<file path="src/rtl/fifo_arb_pkg.sv">
// Shared types and width helpers for the round-robin FIFO write arbiter.
package fifo_arb_pkg;

   typedef enum logic {
      IDLE  = 1'b0,
      GRANT = 1'b1
   } arb_state_t;

   function automatic int id_w(input int num_req);
      return (num_req > 1) ? $clog2(num_req) : 1;
   endfunction

   function automatic int cnt_w(input int max_burst);
      return $clog2(max_burst + 1);
   endfunction

endpackage

</file>
<file path="src/rtl/rr_priority_picker.sv">
// Combinational round-robin picker: first set request bit above last_owner, with wrap.
module rr_priority_picker
   import fifo_arb_pkg::*;
#(
   parameter  int NUM_REQ = 4,
   localparam int ID_W    = id_w(NUM_REQ)
) (
   input  logic [NUM_REQ-1:0] req,
   input  logic [ID_W-1:0]    last_owner,
   output logic [ID_W-1:0]    winner_id,
   output logic               any_req
);

   logic [2*NUM_REQ-1:0] req_dbl;
   logic [2*NUM_REQ-1:0] req_shift;
   logic [NUM_REQ-1:0]   req_rot;
   int unsigned          start;
   int unsigned          idx;
   logic                 found;

   always_comb begin
      start = 32'(last_owner) + 32'd1;
      if (start >= 32'(NUM_REQ)) start = 0;
      // Rotating a doubled copy puts the highest-priority requester at bit 0.
      req_dbl   = {req, req};
      req_shift = req_dbl >> start;
      req_rot   = req_shift[NUM_REQ-1:0];
      any_req   = |req;
      winner_id = '0;
      found     = 1'b0;
      idx       = 0;
      for (int unsigned k = 0; k < 32'(NUM_REQ); k++) begin
         if (req_rot[k] && !found) begin
            found = 1'b1;
            idx   = start + k;
            if (idx >= 32'(NUM_REQ)) idx = idx - 32'(NUM_REQ);
            winner_id = ID_W'(idx);
         end
      end
   end

endmodule

</file>
<file path="src/rtl/fifo_rr_write_arbiter.sv">
// Round-robin burst arbiter sharing one FIFO write port among NUM_REQ producers.
module fifo_rr_write_arbiter
   import fifo_arb_pkg::*;
#(
   parameter  int NUM_REQ    = 4,
   parameter  int DATA_WIDTH = 8,
   parameter  int MAX_BURST  = 4,
   localparam int ID_W       = id_w(NUM_REQ),
   localparam int CNT_W      = cnt_w(MAX_BURST)
) (
   input  logic                          clk,
   input  logic                          rst,
   input  logic [NUM_REQ-1:0]            req,
   input  logic [NUM_REQ*DATA_WIDTH-1:0] req_data,
   output logic [NUM_REQ-1:0]            gnt,
   output logic [NUM_REQ-1:0]            ack,
   input  logic                          fifo_full,
   output logic                          fifo_w_en,
   output logic [DATA_WIDTH-1:0]         fifo_data_in,
   output logic [ID_W-1:0]               owner_id,
   output logic [CNT_W-1:0]              beat_cnt
);

   arb_state_t            state, state_nxt;
   logic [ID_W-1:0]       last_owner;
   logic [ID_W-1:0]       winner_id;
   logic                  any_req;
   logic                  owner_req;
   logic                  accept;
   logic [DATA_WIDTH-1:0] owner_data;

   rr_priority_picker #(
      .NUM_REQ(NUM_REQ)
   ) u_picker (
      .req       (req),
      .last_owner(last_owner),
      .winner_id (winner_id),
      .any_req   (any_req)
   );

   always_comb begin
      owner_req  = req[owner_id];
      owner_data = '0;
      for (int unsigned i = 0; i < 32'(NUM_REQ); i++) begin
         if (owner_id == ID_W'(i)) owner_data = req_data[i*DATA_WIDTH +: DATA_WIDTH];
      end
      accept       = (state == GRANT) && owner_req && !fifo_full;
      fifo_w_en    = accept;
      ack          = '0;
      if (accept) ack[owner_id] = 1'b1;
      fifo_data_in = (state == GRANT) ? owner_data : '0;

      state_nxt = state;
      case (state)
         IDLE:  if (any_req) state_nxt = GRANT;
         GRANT: if (!owner_req || (accept && beat_cnt == CNT_W'(MAX_BURST - 1)))
                   state_nxt = IDLE;
         default: state_nxt = IDLE;
      endcase
   end

   always_ff @(posedge clk) begin
      if (rst) begin
         state      <= IDLE;
         gnt        <= '0;
         owner_id   <= '0;
         beat_cnt   <= '0;
         last_owner <= ID_W'(NUM_REQ - 1);
      end else begin
         state <= state_nxt;
         if (state == IDLE && state_nxt == GRANT) begin
            owner_id <= winner_id;
            gnt      <= NUM_REQ'(1) << winner_id;
            beat_cnt <= '0;
         end
         if (accept) beat_cnt <= beat_cnt + CNT_W'(1);
         // owner_id and beat_cnt deliberately hold through IDLE until the next grant.
         if (state == GRANT && state_nxt == IDLE) begin
            last_owner <= owner_id;
            gnt        <= '0;
         end
      end
   end

endmodule

</file>
<file path="config.mk">
export PLATFORM = sky130hd
export DESIGN_NAME = fifo_rr_write_arbiter
export DESIGN_NICKNAME = d
export VERILOG_FILES = /design/src/rtl/fifo_arb_pkg.sv /design/src/rtl/rr_priority_picker.sv /design/src/rtl/fifo_rr_write_arbiter.sv
export SDC_FILE = /design/constraint.sdc
export NUM_CORES = 1
export LEC_CHECK = 0
export CAP_MARGIN = 20
export CORE_ASPECT_RATIO = 0.75
export CORE_MARGIN = 3
export CORE_UTILIZATION = 39
export DETAILED_ROUTE_END_ITERATION = 8
export PLACE_DENSITY = 0.76
export SLEW_MARGIN = 0
export SYNTH_ARGS = -nofsm -noshare
export SYNTH_HDL_FRONTEND = slang
export SYNTH_SLANG_ARGS = --single-unit
</file>
<file path="constraint.sdc">
create_clock -name clk -period 2.5 [get_ports clk]
set_input_delay 0.25 -clock clk [delete_from_list [all_inputs] [get_ports clk]]
set_output_delay 0.25 -clock clk [all_outputs]
set_load 0.005 [all_outputs]
</file>
==> impl_metrics.toml <==
[detailed_routing]
routed-via-count = 1204
wirelength_um = 3590
avgRoutedWirePerCell_um = 16.32
drt_iter0_drc = 48
drtPass1Iterations = 4
viasPerCell = 5.473
drc = 0
ant_nets = 0

[final_layout]
seq_area_um2 = 240.2
area_growth_syn_to_layout_pct = 59.26
drive_gt1_share_pct = 17.39
nFillCells = 224
antenna_cells = 0
multiInputGateArea_um2 = 830.8
fin_nets = 228

[timing]
fin_worst_skew_ns = 0.001931
fin_setup_tns_ns = 0
worst_pin_slew_ns = 0.3913
period_share_pct = 93.80
setup_violations = 0
rsz0062_at_grt = "no"
hold_violations = 0
clock.fmax_ghz = 0.4264
period_minus_slack_ns = 2.345
maxSlewViolCount = 0
relSlewSlack_pct = 73.91
fin_ws_ns = 0.1550

[setup_path]
max_stage_delay_ns = 0.55
critical_path.startpoint_type = "primary input"
crit_top_cell = "clkdlybuf4s50_1"
crit_path_top_delay_cell = "mux4_2"
reg2reg_depth = 6
worstSetupPathType = "in -> out"
path_max_fanout = 8
end_kind = "primary output"
cp.arrival_ns = 2.10
path_cells = "clkdlybuf4s50_1, mux4_2, nand3b_2, inv_2, and3_1, clkdlybuf4s50_1"
required_ns = 2.25

[logic_synthesis]
synth_top_area_share_pct = 20.92
yosys.area.top_type = "dfxtp_1"
synthCells = 124
synth_ff_type = "dfxtp_1"
syn_area_um2 = 1149
synth_most_common_cell = "dfxtp_1"
syn_avg_cell_area_um2 = 9.263
ys_top_cells_by_area = "dfxtp_1 21%, mux4_2 18%, and2_1 5.4%"
syn_nets = 166
synth_cell_types = 46
ys_ff_latch = 12
yosys_warnings = 0
ys_seq_area_share_pct = 20.92
synth_edf_count = 0
async_flop_share_pct = 0
synth_commonest_cells = "12 x dfxtp_1, 10 x and2_1, 9 x mux4_2, 9 x nor2_1"

[global_routing]
grt.total_usage_pct = 19.96
grt_pass1_vias = 1186
grt_pass1_wl_um = 5430
grt-ovfl-total = 0
antenna_found_initial = 0
grt_max_degree = 16

[hold_path]
min_path_cells = 2
min_path_type = "reg -> reg"

[placed_design]
hpwl_um = 2904
portBuffers = 60
place_congestion = 0.7571
pre_cts_ws_ns = 0.1463

[power]
clkPwrFrac_pct = 20.8
p_per_area_nw_per_um2 = 451.8
internal_power_mw = 0.5661
switchingPower_mw = 0.2604
leakagePower_nw = 0.6790
ir_worst_vdd_v = 0.0003256
p_seq_share_pct = 27.7
comb_power_share_pct = 51.4
netSwitchingFraction_pct = 31.51

[clocking]
cts_buffers = 3
post_cts_buffers = 0
path_clk_slew_ns = 0.05
cts_num_sinks = 12
h-tree-depth = 1
cts_resized = 0
ctsHoldBuffers = 0
cts_tree = "yes"
insertion_delay_ns = 0.24
clockBufferDepth = 2
root_buffer = "clkbuf_8"

[floorplanning]
die_area_um2 = 3639
dieHeight_um = 53
ioPinCount = 61
die_x_um = 68.67
rows = 16
core_area_um2 = 2703
initial_utilization_pct = 42.50

[job]
cap_violations = 0

[run_status]
status = "finished clean"
-- path summary, 6_finish.rpt --
| check | start | end | slack, ns |
|---|---|---|---|
| min reg2reg | beat_cnt[1]$_SDFFE_PP0P_ | beat_cnt[1]$_SDFFE_PP0P_ | 0.49 |
| max | req[3] | ack[3] | 0.15 |
| max reg2reg | last_owner[0]$_SDFFE_PP1P_ | gnt[1]$_SDFFE_PP0P_ | 0.39 |
| min | beat_cnt[1]$_SDFFE_PP0P_ | beat_cnt[1]$_SDFFE_PP0P_ | 0.49 |
-- cell families (layout without fill, tap and decap cells) --
kind of cell | Yosys count | count (layout) | share of synthesized area (%)
AND/OR/NAND/NOR | 54 | 54 | 27.56
AO/OA/AOI/OAI | 29 | 29 | 21.35
multiplexers | 10 | 10 | 18.63
flip-flops | 12 | 12 | 20.91
XOR/XNOR | 2 | 2 | 1.525
buffers and inverters | 14 | 74 | 6.753
adder cells (fa/ha/maj) | 3 | 3 | 3.268
-- stage by stage --
| step | hold slack [ns] | power [mW] | cell area [um2] | instances | utilization [%] |
|---|---|---|---|---|---|
| global route | 0.5166 | 0.8826 | 1829 | 220 | 67.69 |
| detailed placement | 0.4905 | 0.6598 | 1788 | 217 | 66.16 |
| finish | 0.4900 | 0.8265 | 1829 | 220 | 67.69 |
| CTS | 0.4946 | 0.8347 | 1829 | 220 | 67.69 |
| global placement | 0.4800 | 0.6463 | 1788 | 217 | 66.16 |
| floorplan | 0.4802 | 0.4860 | 1149 | 124 | - |
-- routing by layer --
| layer | vias up | track usage (%) | part of all wire [%] |
|---|---|---|---|
| met5 | - | 0 | 0 |
| met4 | 0 | 4.950 | 1.4 |
| met3 | 6 | 6.582 | 11 |
| met2 | 54 | 35.18 | 46 |
| met1 | 559 | 23.00 | 42 |
| li1 | 585 | - | - |
-- power groups by stage --
stage / sequential, mW / clock, mW / combinational [mW]
2_1_floorplan: 0.229 / 0 / 0.256
3_3_place_gp: 0.232 / 0 / 0.414
3_5_place_dp: 0.233 / 0 / 0.427
4_1_cts: 0.229 / 0.177 / 0.428
5_1_grt: 0.233 / 0.189 / 0.460
6_report: 0.229 / 0.172 / 0.425
-- area by class of cell --
class                           count  area share [%]
Multi-Input combinational cell     98           45.42
Timing Repair Buffer               68           36.12
Sequential cell                    12           13.13
Tap cell                           36           2.462
Clock buffer                        3           2.257
Inverter                            3          0.6156
-- critical path: cells and delay by family --
family | cells | cell delay [ns]
buffers and inverters | 3 | 0.92
muxes | 1 | 0.55
and+or+nand+nor | 2 | 0.37
-- flip-flops by register name, summed over array words and instances, names as in the netlist --
name and count:
beat_cnt 3, gnt 4, last_owner 2, owner_id 2
state 1
-- cell usage in the layout (no fill, tap or decap), drive strengths merged, types with 2 or more instances in the layout --
| master | n |
|---|---|
| o211a | 2 |
| a211oi | 2 |
| or2 | 2 |
| nor3 | 3 |
| nor3b | 3 |
| dfxtp | 12 |
| o221ai | 2 |
| a31oi | 2 |
| a21oi | 7 |
| nor2b | 6 |
| nand3b | 3 |
| nand2b | 4 |
| mux4 | 9 |
| clkbuf | 3 |
| a211o | 3 |
| clkdlybuf4s50 | 60 |
| nand3 | 4 |
| nand2 | 4 |
| xor2 | 2 |
| a32oi | 2 |
| buf | 8 |
| o21ai | 2 |
| inv | 3 |
| and3 | 2 |
| nor2 | 10 |
| and2 | 10 |
| nor4 | 2 |
| ha | 3 |
No activity file was read; power rests on OpenSTA's default activity.
